## config.mk

```make
export PLATFORM = sky130hd
export DESIGN_NAME = collision_engine
export DESIGN_NICKNAME = d
export VERILOG_FILES = /design/src/rtl/collision_engine.sv
export SDC_FILE = /design/constraint.sdc
export NUM_CORES = 1
export LEC_CHECK = 0
export CORE_MARGIN = 4
export CORE_UTILIZATION = 47
export DETAILED_ROUTE_END_ITERATION = 8
export PLACE_DENSITY = 0.86
export SETUP_SLACK_MARGIN = 0.15
export SLEW_MARGIN = 15
export SYNTH_ARGS = -nofsm -noshare
export SYNTH_HDL_FRONTEND = slang
export SYNTH_SLANG_ARGS = --single-unit
```

## constraint.sdc

```tcl
create_clock -name Clk -period 4.3 [get_ports Clk]
set_input_delay 0.645 -clock Clk [delete_from_list [all_inputs] [get_ports Clk]]
set_output_delay 0.645 -clock Clk [all_outputs]
set_load 0.02 [all_outputs]
```

## src/rtl/collision_engine.sv

```systemverilog
// Pac-Man collision engine: tracks NORMAL/FRIGHT/DYING, eats ghosts with combo scoring, signals deaths.
// Optional macro COLLISION_CROSS_EN also detects pac/ghost position swaps between frame ticks.
module collision_engine #(
  parameter int N_GHOSTS          = 4,
  parameter int POS_W             = 13,
  parameter int FRIGHT_FRAMES     = 360,
  parameter int WARN_FRAMES       = 120,
  parameter int DEATH_LOCK_FRAMES = 60
) (
  input  logic                      Clk,
  input  logic                      Reset_n,
  input  logic                      frame_tick,
  input  logic [POS_W-1:0]          pac_pos,
  input  logic [N_GHOSTS*POS_W-1:0] ghost_pos,
  input  logic                      pellet_eaten,
  input  logic [N_GHOSTS-1:0]       ghost_home,
  output logic                      eat_time,
  output logic                      fright_warn,
  output logic [N_GHOSTS-1:0]       ghost_eaten,
  output logic [10:0]               score_add,
  output logic                      pac_death,
  output logic [N_GHOSTS-1:0]       eaten_mask
);
  localparam int MAX_FRAMES = (FRIGHT_FRAMES > DEATH_LOCK_FRAMES) ? FRIGHT_FRAMES : DEATH_LOCK_FRAMES;
  localparam int CNT_W      = $clog2(MAX_FRAMES) + 1;
  localparam logic [CNT_W-1:0] FRIGHT_LOAD = CNT_W'(FRIGHT_FRAMES);
  localparam logic [CNT_W-1:0] DEATH_LOAD  = CNT_W'(DEATH_LOCK_FRAMES);
  localparam logic [CNT_W-1:0] WARN_LEVEL  = CNT_W'(WARN_FRAMES);
  localparam logic [CNT_W-1:0] CNT_ONE     = CNT_W'(1);

  typedef enum logic [1:0] {ST_NORMAL, ST_FRIGHT, ST_DYING} state_e;

  state_e              state_q, state_d;
  logic [CNT_W-1:0]    cnt_q, cnt_d;
  logic [1:0]          combo_q, combo_d, combo_base;
  logic [N_GHOSTS-1:0] mask_q, mask_d;
  logic [N_GHOSTS-1:0] ghost_eaten_q, ghost_eaten_d;
  logic [10:0]         score_q, score_d;
  logic                pac_death_q, pac_death_d;
  logic                eat_time_q, fright_warn_q;
  logic                eval_eat;
  logic [N_GHOSTS-1:0] hit, eat_oh;

`ifdef COLLISION_CROSS_EN
  logic [POS_W-1:0]          prev_pac_q;
  logic [N_GHOSTS*POS_W-1:0] prev_ghost_q;

  always_ff @(posedge Clk) begin
    if (!Reset_n) begin
      prev_pac_q   <= '0;
      prev_ghost_q <= '0;
    end else if (frame_tick) begin
      prev_pac_q   <= pac_pos;
      prev_ghost_q <= ghost_pos;
    end
  end
`endif

  // Ghosts already reduced to eyes never collide.
  always_comb begin
    hit = '0;
    for (int i = 0; i < N_GHOSTS; i++) begin
      hit[i] = (pac_pos == ghost_pos[i*POS_W +: POS_W]);
`ifdef COLLISION_CROSS_EN
      if ((pac_pos == prev_ghost_q[i*POS_W +: POS_W]) &&
          (ghost_pos[i*POS_W +: POS_W] == prev_pac_q))
        hit[i] = 1'b1;
`endif
      hit[i] = hit[i] & ~mask_q[i];
    end
  end

  // NOTE: every signal driven here gets a default first, so no path can infer a latch.
  always_comb begin
    state_d       = state_q;
    cnt_d         = cnt_q;
    combo_d       = combo_q;
    combo_base    = combo_q;
    mask_d        = mask_q;
    ghost_eaten_d = '0;
    score_d       = '0;
    pac_death_d   = 1'b0;
    eval_eat      = 1'b0;
    eat_oh        = '0;
    if (frame_tick) begin
      mask_d = mask_q & ~ghost_home;
      unique case (state_q)
        ST_NORMAL: begin
          if (pellet_eaten) begin
            state_d    = ST_FRIGHT;
            cnt_d      = FRIGHT_LOAD;
            combo_base = '0;
            eval_eat   = 1'b1;
          end else if (|hit) begin
            pac_death_d = 1'b1;
            state_d     = ST_DYING;
            cnt_d       = DEATH_LOAD;
          end
        end
        ST_FRIGHT: begin
          eval_eat = 1'b1;
          if (pellet_eaten) begin
            cnt_d      = FRIGHT_LOAD;
            combo_base = '0;
          end else if (cnt_q <= CNT_ONE) begin
            state_d = ST_NORMAL;
            cnt_d   = '0;
          end else begin
            cnt_d = cnt_q - CNT_ONE;
          end
        end
        ST_DYING: begin
          if (cnt_q <= CNT_ONE) begin
            state_d = ST_NORMAL;
            cnt_d   = '0;
            mask_d  = '0;
          end else begin
            cnt_d = cnt_q - CNT_ONE;
          end
        end
        default: state_d = ST_NORMAL;
      endcase
      // Only the lowest-index hit ghost is eaten; the rest wait for later ticks.
      if (eval_eat) begin
        combo_d = combo_base;
        eat_oh  = hit & (~hit + N_GHOSTS'(1));
        if (|hit) begin
          ghost_eaten_d = eat_oh;
          mask_d        = mask_d | eat_oh;
          score_d       = 11'd200 << combo_base;
          combo_d       = (combo_base == 2'd3) ? 2'd3 : combo_base + 2'd1;
        end
      end
    end
  end

  // NOTE: state registers use non-blocking assignments so all flops update from pre-edge values.
  always_ff @(posedge Clk) begin
    if (!Reset_n) begin
      state_q       <= ST_NORMAL;
      cnt_q         <= '0;
      combo_q       <= '0;
      mask_q        <= '0;
      ghost_eaten_q <= '0;
      score_q       <= '0;
      pac_death_q   <= 1'b0;
      eat_time_q    <= 1'b0;
      fright_warn_q <= 1'b0;
    end else begin
      state_q       <= state_d;
      cnt_q         <= cnt_d;
      combo_q       <= combo_d;
      mask_q        <= mask_d;
      ghost_eaten_q <= ghost_eaten_d;
      score_q       <= score_d;
      pac_death_q   <= pac_death_d;
      eat_time_q    <= (state_d == ST_FRIGHT);
      fright_warn_q <= (state_d == ST_FRIGHT) && (cnt_d <= WARN_LEVEL);
    end
  end

  assign eat_time    = eat_time_q;
  assign fright_warn = fright_warn_q;
  assign ghost_eaten = ghost_eaten_q;
  assign score_add   = score_q;
  assign pac_death   = pac_death_q;
  assign eaten_mask  = mask_q;

endmodule

```

# Yosys cells after proc, flatten, opt, wreduce, memory -nomap -nowiden
# Cells that the tools add are included.
[totals] regBits=36 word_cells=72
[op_classes] order_cmp=2 eq_ne=8 bitwise=16 n_reduce_logical=7 n_shift=1 add_sub_neg=3 muxes=26
[ops] op="equality test 13 bit" count=4
[ops] op="two-way mux 10 bit" count=5
[ops] op="case mux 10 bit (3 select lines)" count=1
[ops] op="two-way mux 2 bit" count=10
[ops] op="two-way mux 4 bit" count=5
[ops] op="left shift 8 x 2 -> 11 bit (first input constant)" count=1
[ops] op="<= comparator 10 x 1 -> 1 bit (second input constant)" count=1
[ops] op="<= comparator 10 x 7 -> 1 bit (second input constant)" count=1
[ops] op="subtractor 10 x 1 -> 10 bit (second input constant)" count=1
[ops] op="AND 4 bit" count=2
[ops] op="NOT 4 bit" count=2
[ops] op="OR reduction 4 bit" count=2
[ops] op="NOT 1 bit" count=7
[ops] op="case mux 2 bit (3 select lines)" count=1
[ops] op="adder 4 x 1 -> 4 bit (second input constant)" count=1
[ops] op="AND 1 bit" count=4
[ops] op="equality test 2 x 1 -> 1 bit (second input constant)" count=2
[ops] op="equality test 2 bit (second input constant)" count=2
[ops] op="OR 4 bit" count=1
[ops] op="AND reduction 4 bit" count=1
[ops] op="two-way mux 1 bit" count=3
[ops] op="adder 2 x 1 -> 2 bit (second input constant)" count=1
[ops] op="zero test 2 bit" count=1
[ops] op="case mux 1 bit (2 select lines)" count=1
[ops] op="other kinds (3)" count=3

# Longest topological paths before layout
# Gate-level depths: netlist (run 1).
[logic_depth] word_depth=9 depth_mapped=9

# Least setup slack after synthesis (run 1)
# Ideal clock, no wire load.
[synth_path] kind="reg-to-reg" startpoint="reg cnt_q[0]" endpoint="reg fright_warn_q (netlist: fright_warn)" slack_ns=2.156 t_arrival_ns=2.027 required_time_ns=4.184 stages_incl_launch_ff=10 path_buffers=0 path_cell_list="dfxtp_1 inv_1 ha_1 or3b_1 or3_1 a211oi_2 a211o_1 and3_1 o21ai_1 o211a_1"
[synth_via] elab_chain_len=7 elab_cells_between_ends=15
[synth_lines] element="from (decl)" line_no="34" source="logic [CNT_W-1:0] cnt_q, cnt_d;"
[synth_lines] element="from (signal assigned)" line_no="151" source="cnt_q <= cnt_d;"
[synth_lines] element="subtractor 10 x 1 -> 10 bit / <= comparator 10 x 1 -> 1 bit (equally long branches)"
[synth_lines] element="two-way mux 10 bit / two-way mux 2 bit (equally long branches)" line_no="105, 113"
[synth_lines] element="two-way mux 10 bit / two-way mux 2 bit (equally long branches)" line_no="102" source="if (pellet_eaten) begin"
[synth_lines] element="case mux 10 bit (3 select lines) / case mux 2 bit (3 select lines) (equally long branches)" line_no="87" source="unique case (state_q)"
[synth_lines] element="two-way mux 10 bit / two-way mux 2 bit (equally long branches)" line_no="85" source="if (frame_tick) begin"
[synth_lines] element="<= comparator 10 x 7 -> 1 bit / equality test 2 x 1 -> 1 bit (equally long branches)" line_no="158" source="fright_warn_q <= (state_d == ST_FRIGHT) && (cnt_d <= WARN_LEVEL);"
[synth_lines] element="logical AND 1 bit *" line_no="158"
[synth_lines] element="to (signal assigned)" line_no="158"
[synth_lines] element="to (decl)" line_no="40" source="logic eat_time_q, fright_warn_q;"
# Mark *: on every way between the ends. The rest lies on a longest branch, timed or not.
# A chain may end at the register's enable or synchronous reset.

# Worst setup path in the final report (run 1)
[layout_path] startpoint="in pac_pos[5]" endpoint="reg fright_warn_q (netlist: fright_warn)"
[layout_via] elab_chain_len=9 elab_cells_between_ends=20
[layout_lines] element="from (decl)" line_no="13" source="input logic [POS_W-1:0] pac_pos,"
[layout_lines] element="equality test 13 bit" line_no="63" source="hit[i] = (pac_pos == ghost_pos[i*POS_W +: POS_W]);"
[layout_lines] element="AND 1 bit" line_no="69" source="hit[i] = hit[i] & ~mask_q[i];"
[layout_lines] element="OR reduction 4 bit *" line_no="94" source="end else if (|hit) begin"
[layout_lines] element="two-way mux 10 bit / two-way mux 2 bit (equally long branches)" line_no="94"
[layout_lines] element="two-way mux 10 bit / two-way mux 2 bit (equally long branches)" line_no="89" source="if (pellet_eaten) begin"
[layout_lines] element="case mux 10 bit (3 select lines) / case mux 2 bit (3 select lines) (equally long branches)" line_no="87"
[layout_lines] element="two-way mux 10 bit / two-way mux 2 bit (equally long branches)" line_no="85"
[layout_lines] element="<= comparator 10 x 7 -> 1 bit / equality test 2 x 1 -> 1 bit (equally long branches)" line_no="158"
[layout_lines] element="logical AND 1 bit *" line_no="158"
# Marks and branches as above.

==> impl_metrics.csv, run 1 <==
group,metric,value,unit
run_status,outcome,"completed",
floorplanning,fp.dieW,79.4,um
global_routing,grt_pass1_vias,2386,
finish,layout_commonest_cell,"clkdlybuf4s50_1",
synth,synth-simple-area-share,27.0,%
synth,synth_flop_cell,"dfxtp_1",
worst_hold_path,hold_end,"score_add[5]$_SDFF_PN0_",
cts,cts_root_buffer,"clkbuf_8",
worst_hold_path,min-delay-start,"combo_q[0]$_SDFFE_PN0P_",
job,max_cap_viol_count,0,
cts,ctsHoldBuffers,0,
power_and_ir_drop,ir_worst_vdd,137,uV
worst_setup_path,arrival,3.08,ns
routing,drtPass1Iterations,4,
routing,routed_wl,6780,um
finish,final_cell_area,3430,um^2
worst_setup_path,cp-end-kind,"flop",
routing,drc,0,
worst_setup_path,cp_top_family,"simple AND/OR/NAND/NOR gates",
sta,worst_pin_slew,0.735,ns
cts,clk_pin_slew_worst_paths,0.06,ns
floorplanning,start_util,49.8,%
synth,synth.area.mux_share,0.835,%
sta,drv_slew,0,
placed_design,place_hpwl,5830,um
worst_setup_path,r2r_slack,1.90,ns
routing,routed_via_density,5.39,
synth,async_reset_ff_share,0,%
finish,drive_above_1_share,9.04,%
cts,clkLatencyLatePin,0.27,ns
worst_setup_path,cpMaxStageDelayCell,"clkdlybuf4s50_1",
worst_setup_path,critPathRequiredTime,4.52,ns
synth,synth_compound_area_share,17.9,%
placed_design,port_buffers,91,
worst_setup_path,start_kind,"input port",
synth,ys_ff_latch,33,
sta,fin_setup_tns,0,ns
worst_setup_path,path_cells,"clkdlybuf4s50_1 > xor2_1 > nor4_2 > nand4_2 > nand4_2 > o21ai_2 > a2111oi_2 > o211a_1",
synth,synth_cells,276,
sta,setup_viol,0,
synth,yosysTopAreaCell,"dfxtp_1",
cts,clock-sinks,33,
worst_setup_path,cp_slowest_stage_delay,0.52,ns
worst_hold_path,min_path_type,"flop to flop",
sta,max_freq,350,MHz
routing,vias,2327,
finish,num_antenna_cells,0,
floorplanning,die_h,79.4,um
floorplanning,fp-row-count,25,
synth,synthAdderAreaFrac,2.09,%
worst_setup_path,critPathLaunch,"pac_pos[5]",
synth,synthXorXnorAreaFrac,19.4,%
sta,finalHoldViolCount,0,
worst_setup_path,r2r_cells,9,
synth,synth_enable_flop_cells,0,
synth,synth.avg_cell_area,8.69,um^2
routing,wire_per_inst,15.7,um
synth,yosysUniqueCellTypes,57,
worst_setup_path,crit_top_cell,"nand4_2",
worst_setup_path,cp_num_buf_inv,1,
sta,period_share,66.5,%
global_routing,track_usage,22.3,%
synth,seq_area_frac_synth,27.5,%
cts,numCtsBuffers,5,
sta,relSlewSlack,50.9,%
synth,mappedNetlistArea,2400,um^2
global_routing,grt_max_degree,24,
synth,yosysTopAreaCellShare,27.5,%
finish,utilization,71.2,%
sta,whs,0.478,ns
worst_hold_path,hold_depth,1,
finish,area_growth,42.9,%
worst_setup_path,regToRegStartpoint,"cnt_q[0]$_SDFF_PN0_",
finish,fill_cells,391,
cts,cts_tree,"done",
cts,ctsHtreeMaxLevel,2,
sta,min_period,2.86,ns
cts,postCtsSetupRepairBufs,0,
synth,synth_top_family_by_area,"simple AND/OR/NAND/NOR gates",
routing,drt_iter0_drc,178,
finish,nets,441,
placed_design,gp_congestion,0.894,
synth,yosysWarnings,0,
routing,ant_nets,0,
sta,rsz0062_at_grt,"false",
synth,ys_top_cells_by_area,"dfxtp_1 28%, xor2_1 19%, nor4_2 5.7%",
worst_setup_path,criticalPathCategory,"input port to flop",
worst_setup_path,cp_max_fo,13,
worst_setup_path,r2r_end,"fright_warn$_SDFF_PN0_",
power_and_ir_drop,power_density,247,nW/um^2
cts,cts_resized,0,
cts,cts.path.max_buffers,2,
global_routing,grt_pass1_wl,11100,um
power_and_ir_drop,leakagePower,1.36,nW
placed_design,postPlaceCellArea,3310,um^2
floorplanning,design.core.area,4820,um^2
finish,layout_common_cells,"91 x clkdlybuf4s50_1, 53 x xor2_1, 33 x dfxtp_1",
global_routing,antenna_found_initial,0,
global_routing,gr-total-overflow,0,
sta,skew,0.00547,ns
floorplanning,ios,95,
floorplanning,dieArea,6310,um^2
-- sequential cells by signal (all words and copies together), names as in the netlist --
signal / cells
ghost_eaten: 4
score_add: 8
eaten_mask: 4
eat_time: 1
fright_warn: 1
pac_death: 1
state_q: 2
cnt_q: 10
combo_q: 2
-- synthesized netlist by cell type (4+ instances only) --
master	number
nand4_2	4
xor2_1	53
nor4_2	11
dfxtp_1	33
nor4_1	4
nor2_1	23
nand2_1	23
nor3_1	7
o21ai_0	9
inv_1	9
nor2b_1	7
buf_6	4
ha_1	4
and2_1	8
a21oi_1	13
-- where the power goes --
| group | internal [mW] | switching (mW) | leakage (nW) | total, mW |
|---|---|---|---|---|
| sequential | 0.313 | 0.0128 | 0.267 | 0.326 |
| clock | 0.189 | 0.103 | 0.0585 | 0.291 |
| combinational | 0.120 | 0.110 | 1.04 | 0.230 |
| total | 0.622 | 0.225 | 1.36 | 0.847 |
-- worst register-to-register path: stages (launching register included) --
cell and delay [ns]:
dfxtp_1 0.39, inv_1 0.11, ha_1 0.26, or3b_1 0.38
or3_1 0.34, a211oi_2 0.23, a211o_1 0.14, and3_1 0.16
o21ai_1 0.09, o211a_1 0.21
-- per-stage QoR --
step	worst slack (ns)	power, mW	cells
5_1_grt	1.27	0.891	432
2_1_floorplan	2.16	0.456	278
3_3_place_gp	1.24	0.555	424
3_5_place_dp	1.14	0.561	424
6_report	1.44	0.847	432
4_1_cts	1.43	0.850	432
-- cell families after synthesis --
kind of cell,Yosys count
compound gates,58
xor+xnor,53
fa+ha+maj,4
buf+inv,21
flops,33
mux,2
other cells,1
simple gates,104
-- layer usage --
metal / GRT usage (%) / vias up / share of wire (%)
met5: 0 / - / 0
met4: 6.36 / 0 / 2.4
met3: 5.76 / 13 / 7.0
met2: 42.8 / 96 / 53
met1: 23.7 / 1077 / 38
li1: - / 1141 / -
-- how the worst max path moves through the flow --
stage | to | slack (ns) | cells after the start
finish | fright_warn$_SDFF_PN0_ | 1.44 | 8
global route | fright_warn$_SDFF_PN0_ | 1.27 | 8
CTS | fright_warn$_SDFF_PN0_ | 1.43 | 8
detailed placement | fright_warn$_SDFF_PN0_ | 1.14 | 8
global placement | fright_warn$_SDFF_PN0_ | 1.24 | 8
floorplan | fright_warn$_SDFF_PN0_ | 2.16 | 9
-- area by class of cell --
type	instances	area (um^2)	share of cell area (%)
Clock buffer	7	86.3	2.52
Clock inverter	1	30.0	0.876
Inverter	9	33.8	0.985
Multi-Input combinational cell	224	1620	47.3
Sequential cell	33	661	19.3
Tap cell	67	83.8	2.45
Timing Repair Buffer	91	911	26.6
No activity file was read; power rests on OpenSTA's default activity.
==> inputs of run 2 (changes only) <==
--- a/config.mk
+++ b/config.mk
@@ -6,9 +6,9 @@
 export NUM_CORES = 1
 export LEC_CHECK = 0
 export CORE_MARGIN = 4
-export CORE_UTILIZATION = 47
+export CORE_UTILIZATION = 40
 export DETAILED_ROUTE_END_ITERATION = 8
-export PLACE_DENSITY = 0.86
+export PLACE_DENSITY = 0.78
 export SETUP_SLACK_MARGIN = 0.15
 export SLEW_MARGIN = 15
 export SYNTH_ARGS = -nofsm -noshare
==> constraint.sdc (replaced) <==
create_clock -name Clk -period 2.3 [get_ports Clk]
set_input_delay 0.345 -clock Clk [delete_from_list [all_inputs] [get_ports Clk]]
set_output_delay 0.345 -clock Clk [all_outputs]
set_load 0.02 [all_outputs]
==> impl_metrics.csv, run 2 (synthesis gave the netlist of run 1 again) <==
group,metric,value,unit
routing,drt_iter0_drc,173,
placed_design,place_ws,-0.426,ns
cts,cts_root_buffer,"clkbuf_8",
global_routing,gr-total-overflow,0,
floorplanning,design.core.area,5680,um^2
sta,finalHoldViolCount,0,
floorplanning,start_util,42.3,%
worst_setup_path,r2r_slack,0.10,ns
cts,clk_pin_slew_worst_paths,0.07,ns
sta,skew,0.00588,ns
run_status,outcome,"completed",
global_routing,antenna_found_initial,0,
global_routing,track_usage,21.3,%
routing,routed_wl,7780,um
sta,min_period,2.20,ns
finish,layout_common_cells,"79 x clkdlybuf4s50_1, 52 x xor2_1, 43 x buf_4",
global_routing,grt_pass1_vias,2503,
sta,relSlewSlack,64.1,%
floorplanning,fp.dieW,85.4,um
worst_setup_path,crit_top_cell,"o211a_1",
power_and_ir_drop,leakagePower,1.62,nW
worst_setup_path,r2r_cells,9,
power_and_ir_drop,power_density,404,nW/um^2
placed_design,gp_congestion,0.891,
sta,setup_viol,0,
cts,cts.path.max_buffers,2,
global_routing,grt_max_degree,23,
floorplanning,ios,95,
sta,rsz0062_at_grt,"true",
floorplanning,dieArea,7300,um^2
placed_design,port_buffers,91,
sta,drv_slew,0,
power_and_ir_drop,finalPower,1.56,mW
worst_setup_path,cp-end-kind,"flop",
worst_setup_path,cp_slowest_stage_delay,0.37,ns
sta,worst_pin_slew,0.533,ns
finish,area_growth,60.6,%
power_and_ir_drop,ir_worst_vdd,298,uV
finish,nets,485,
routing,wire_per_inst,16.2,um
finish,layout_commonest_cell,"clkdlybuf4s50_1",
finish,largest_register_ffs,10,
worst_hold_path,hold_depth,1,
floorplanning,die_h,85.4,um
sta,max_freq,455,MHz
worst_setup_path,start_kind,"flop",
worst_setup_path,critPathRequiredTime,2.49,ns
cts,cts_tree,"done",
worst_hold_path,min_path_type,"flop to flop",
worst_hold_path,hold_end,"score_add[5]$_SDFF_PN0_",
placed_design,place_hpwl,6300,um
finish,num_antenna_cells,0,
global_routing,grt_pass1_wl,12300,um
worst_setup_path,arrival,2.39,ns
routing,routed_via_density,5.21,
routing,drtPass1Iterations,4,
cts,clkLatencyLatePin,0.29,ns
routing,ant_nets,0,
finish,regMostFlops,"cnt_q",
routing,vias,2506,
routing,drc,0,
worst_setup_path,cp_max_fo,2,
worst_setup_path,r2r_end,"fright_warn$_SDFF_PN0_",
worst_setup_path,path_cells,"inv_2 > ha_4 > or3b_4 > or3_4 > a211oi_4 > a21o_2 > o211a_1 > o21ai_2 > o211a_1",
finish,final_cell_area,3850,um^2
cts,ctsHtreeMaxLevel,2,
cts,numCtsBuffers,5,
job,max_cap_viol_count,0,
worst_setup_path,cpMaxStageDelayCell,"or3b_4",
worst_setup_path,criticalPathCategory,"flop to flop",
floorplanning,fp-row-count,27,
cts,clock-sinks,33,
finish,drive_above_1_share,24.0,%
worst_setup_path,regToRegStartpoint,"cnt_q[0]$_SDFF_PN0_",
sta,period_share,95.6,%
sta,worst_slack,0.101,ns
worst_hold_path,min-delay-start,"combo_q[0]$_SDFFE_PN0P_",
cts,ctsHoldBuffers,0,
placed_design,postPlaceCellArea,3580,um^2
## run 2: critical path, delay by kind of cell (launching register included)
kind / cells / cell delay, ns
flops: 1 / 0.33
compound gates: 5 / 0.82
fa+ha+maj: 1 / 0.14
simple gates: 2 / 0.72
buf+inv: 1 / 0.08
## run 2: layer usage
| metal | GRT usage, % | share of wire (%) |
|---|---|---|
| met1 | 26.0 | 41 |
| met2 | 37.9 | 51 |
| met3 | 3.69 | 5.5 |
| met4 | 6.19 | 1.5 |
| met5 | 0 | 0 |
## run 2: how the worst max path moves through the flow
stage / cells after the start / from / to / slack [ns]
3_5_place_dp: 8 / pac_pos[8] / fright_warn$_SDFF_PN0_ / -0.43
5_1_grt: 9 / cnt_q[0]$_SDFF_PN0_ / fright_warn$_SDFF_PN0_ / 0.06
6_report: 9 / cnt_q[0]$_SDFF_PN0_ / fright_warn$_SDFF_PN0_ / 0.10
3_3_place_gp: 8 / pac_pos[8] / fright_warn$_SDFF_PN0_ / -0.42
4_1_cts: 9 / cnt_q[1]$_SDFF_PN0_ / fright_warn$_SDFF_PN0_ / 0.10
2_1_floorplan: 9 / cnt_q[0]$_SDFF_PN0_ / fright_warn$_SDFF_PN0_ / 0.16
## run 2: repair_timing
| action | 4_1_cts | 5_1_grt |
|---|---|---|
| resized for setup | 19 | 21 |
| endpoints found under the setup margin | 15 | 12 |
| pin swaps | 18 | 14 |
| setup buffers | 5 | 4 |
## run 2: layout make-up
| cell class | instances | area (um^2) |
|---|---|---|
| fill | 465 | 1820 |
| timing repair buffer | 135 | 1240 |
| clock buffer | 5 | 68.8 |
| multi-input combinational | 224 | 1740 |
| tap | 72 | 90.1 |
| sequential | 33 | 663 |
| clock inverter | 3 | 17.5 |
| inverter | 9 | 33.8 |
## run 2: power by group
| part | switching (mW) | internal (mW) | total, mW |
|---|---|---|---|
| clock | 0.228 | 0.209 | 0.436 |
| combinational | 0.238 | 0.275 | 0.513 |
| sequential | 0.0234 | 0.585 | 0.609 |
## run 2: metrics by stage
step	std cells	util, %	setup TNS [ns]	hold slack, ns
global route	481	67.9	0	0.510
detailed placement	464	63.1	-4.53	0.476
finish	481	67.9	0	0.481
global placement	464	63.1	-4.25	0.466
CTS	477	66.1	0	0.482
floorplan	278	-	0	0.440
==> inputs of run 3 (changes only) <==
--- a/config.mk
+++ b/config.mk
@@ -9,6 +9,7 @@
 export CORE_UTILIZATION = 40
 export DETAILED_ROUTE_END_ITERATION = 8
 export PLACE_DENSITY = 0.78
+export RECOVER_POWER = 50
 export SETUP_SLACK_MARGIN = 0.15
 export SLEW_MARGIN = 15
 export SYNTH_ARGS = -nofsm -noshare
==> impl_metrics.csv, run 3 (synthesis gave the netlist of run 1 again) <==
group,metric,value,unit
run_status,outcome,"completed",
floorplanning,fp-row-count,27,
sta,drv_slew,0,
floorplanning,design.core.area,5680,um^2
power_and_ir_drop,finalPower,1.55,mW
global_routing,gr-total-overflow,0,
sta,relSlewSlack,63.5,%
worst_hold_path,hold_depth,1,
sta,max_freq,455,MHz
finish,drive_above_1_share,23.2,%
power_and_ir_drop,ir_worst_vdd,293,uV
floorplanning,ios,95,
floorplanning,fp.dieW,85.4,um
global_routing,grt_max_degree,23,
sta,fin_setup_tns,0,ns
power_and_ir_drop,power_density,405,nW/um^2
cts,cts_tree,"done",
sta,skew,0.00609,ns
finish,nets,485,
worst_setup_path,cp_slowest_stage_delay,0.37,ns
routing,drt_iter0_drc,152,
cts,numCtsBuffers,5,
sta,finalHoldViolCount,0,
cts,clk_pin_slew_worst_paths,0.07,ns
cts,clkLatencyLatePin,0.29,ns
worst_setup_path,r2r_end,"fright_warn$_SDFF_PN0_",
sta,rsz0062_at_grt,"true",
cts,cts_root_buffer,"clkbuf_8",
sta,worst_pin_slew,0.542,ns
power_and_ir_drop,leakagePower,1.68,nW
finish,area_growth,60.1,%
worst_setup_path,r2r_slack,0.10,ns
worst_hold_path,min-delay-start,"combo_q[0]$_SDFFE_PN0P_",
finish,largest_register_ffs,10,
routing,drc,0,
placed_design,gp_congestion,0.891,
worst_setup_path,criticalPathCategory,"flop to flop",
global_routing,grt_pass1_wl,12300,um
worst_setup_path,r2r_cells,9,
worst_hold_path,min_path_type,"flop to flop",
worst_setup_path,cp_num_buf_inv,1,
floorplanning,die_h,85.4,um
routing,routed_via_density,5.19,
worst_hold_path,hold_end,"score_add[5]$_SDFF_PN0_",
routing,vias,2495,
sta,min_period,2.20,ns
sta,setup_viol,0,
global_routing,track_usage,21.3,%
finish,layout_common_cells,"60 x clkdlybuf4s50_1, 52 x xor2_1, 42 x buf_4",
floorplanning,dieArea,7300,um^2
global_routing,antenna_found_initial,0,
finish,num_antenna_cells,0,
floorplanning,start_util,42.3,%
worst_setup_path,start_kind,"flop",
finish,layout_commonest_cell,"clkdlybuf4s50_1",
finish,regMostFlops,"cnt_q",
routing,ant_nets,0,
worst_setup_path,crit_top_cell,"o211a_1",
placed_design,port_buffers,91,
routing,routed_wl,7740,um
job,max_cap_viol_count,0,
routing,wire_per_inst,16.1,um
worst_setup_path,regToRegStartpoint,"cnt_q[0]$_SDFF_PN0_",
worst_setup_path,critPathRequiredTime,2.49,ns
worst_setup_path,cp-end-kind,"flop",
sta,period_share,95.5,%
placed_design,place_hpwl,6300,um
global_routing,grt_pass1_vias,2503,
worst_setup_path,cpMaxStageDelayCell,"or3b_4",
worst_setup_path,path_cells,"inv_2 > ha_4 > or3b_4 > or3_4 > a211oi_4 > a21o_2 > o211a_1 > o21ai_2 > o211a_1",
routing,drtPass1Iterations,4,
finish,fill_cells,469,
worst_setup_path,arrival,2.39,ns
cts,ctsHtreeMaxLevel,2,
worst_setup_path,cp_top_family,"compound AO/OA/AOI/OAI gates",
cts,clock-sinks,33,
worst_setup_path,cp_max_fo,2,
cts,cts.path.max_buffers,2,
==> run 3: changes by cell type in the layout (fill, tap and decap cells not counted) <==
| cell | delta |
|---|---|
| clkdlybuf4s50_1 | -19 |
| nand4_1 | +1 |
| dlygate4sd3_1 | +19 |
| clkbuf_1 | +1 |
| nand4_2 | -1 |
| buf_4 | -1 |
| o211a_2 | -1 |
| o211a_1 | +1 |
==> run 3: repair_timing <==
action                     CTS  global route
resized for setup           19            21
pin swaps                   18            14
hold endpoints to repair     0             0
hold buffers                 0             0
setup buffers                5             4
setup endpoints to repair   15            12
==> run 3: worst max-delay path by stage <==
stage | from | endpoint | depth (start not counted)
after global routing | cnt_q[0]$_SDFF_PN0_ | fright_warn$_SDFF_PN0_ | 9
after CTS | cnt_q[1]$_SDFF_PN0_ | fright_warn$_SDFF_PN0_ | 9
after floorplan | cnt_q[0]$_SDFF_PN0_ | fright_warn$_SDFF_PN0_ | 9
final | cnt_q[0]$_SDFF_PN0_ | fright_warn$_SDFF_PN0_ | 9
after global placement | pac_pos[8] | fright_warn$_SDFF_PN0_ | 8
after detailed placement | pac_pos[8] | fright_warn$_SDFF_PN0_ | 8
==> run 3: final cells by class <==
cell class,instances,area (um^2),area share [%]
clock inverter,3,17.5,0.456
tap,72,90.1,2.35
inverter,9,33.8,0.879
timing repair buffer,135,1240,32.2
clock buffer,5,68.8,1.79
multi-input combinational,224,1730,45.0
sequential,33,663,17.3
==> run 3: per-stage QoR <==
| stage | setup slack, ns | instance area, um^2 | utilization, % | hold slack [ns] | std cells |
|---|---|---|---|---|---|
| 6_report | 0.104 | 3840 | 67.7 | 0.484 | 481 |
| 5_1_grt | 0.0558 | 3840 | 67.7 | 0.510 | 481 |
| 4_1_cts | 0.100 | 3750 | 66.1 | 0.482 | 477 |
| 3_5_place_dp | -0.426 | 3580 | 63.1 | 0.476 | 464 |
| 3_3_place_gp | -0.419 | 3580 | 63.1 | 0.466 | 464 |
| 2_1_floorplan | 0.156 | 2410 | - | 0.440 | 278 |
==> run 3: where the power goes <==
part / switching, mW / internal, mW / leakage, nW
clock: 0.227 / 0.209 / 0.0439
combinational: 0.237 / 0.272 / 1.37
sequential: 0.0237 / 0.585 / 0.268
==> run 3: per-layer routing <==
metal	track usage [%]	up-vias	routed length, um
met4	6.19	0	119
met1	26.0	1179	3240
met2	37.9	80	4000
met3	3.69	11	376
li1	-	1225	-
met5	0	-	0
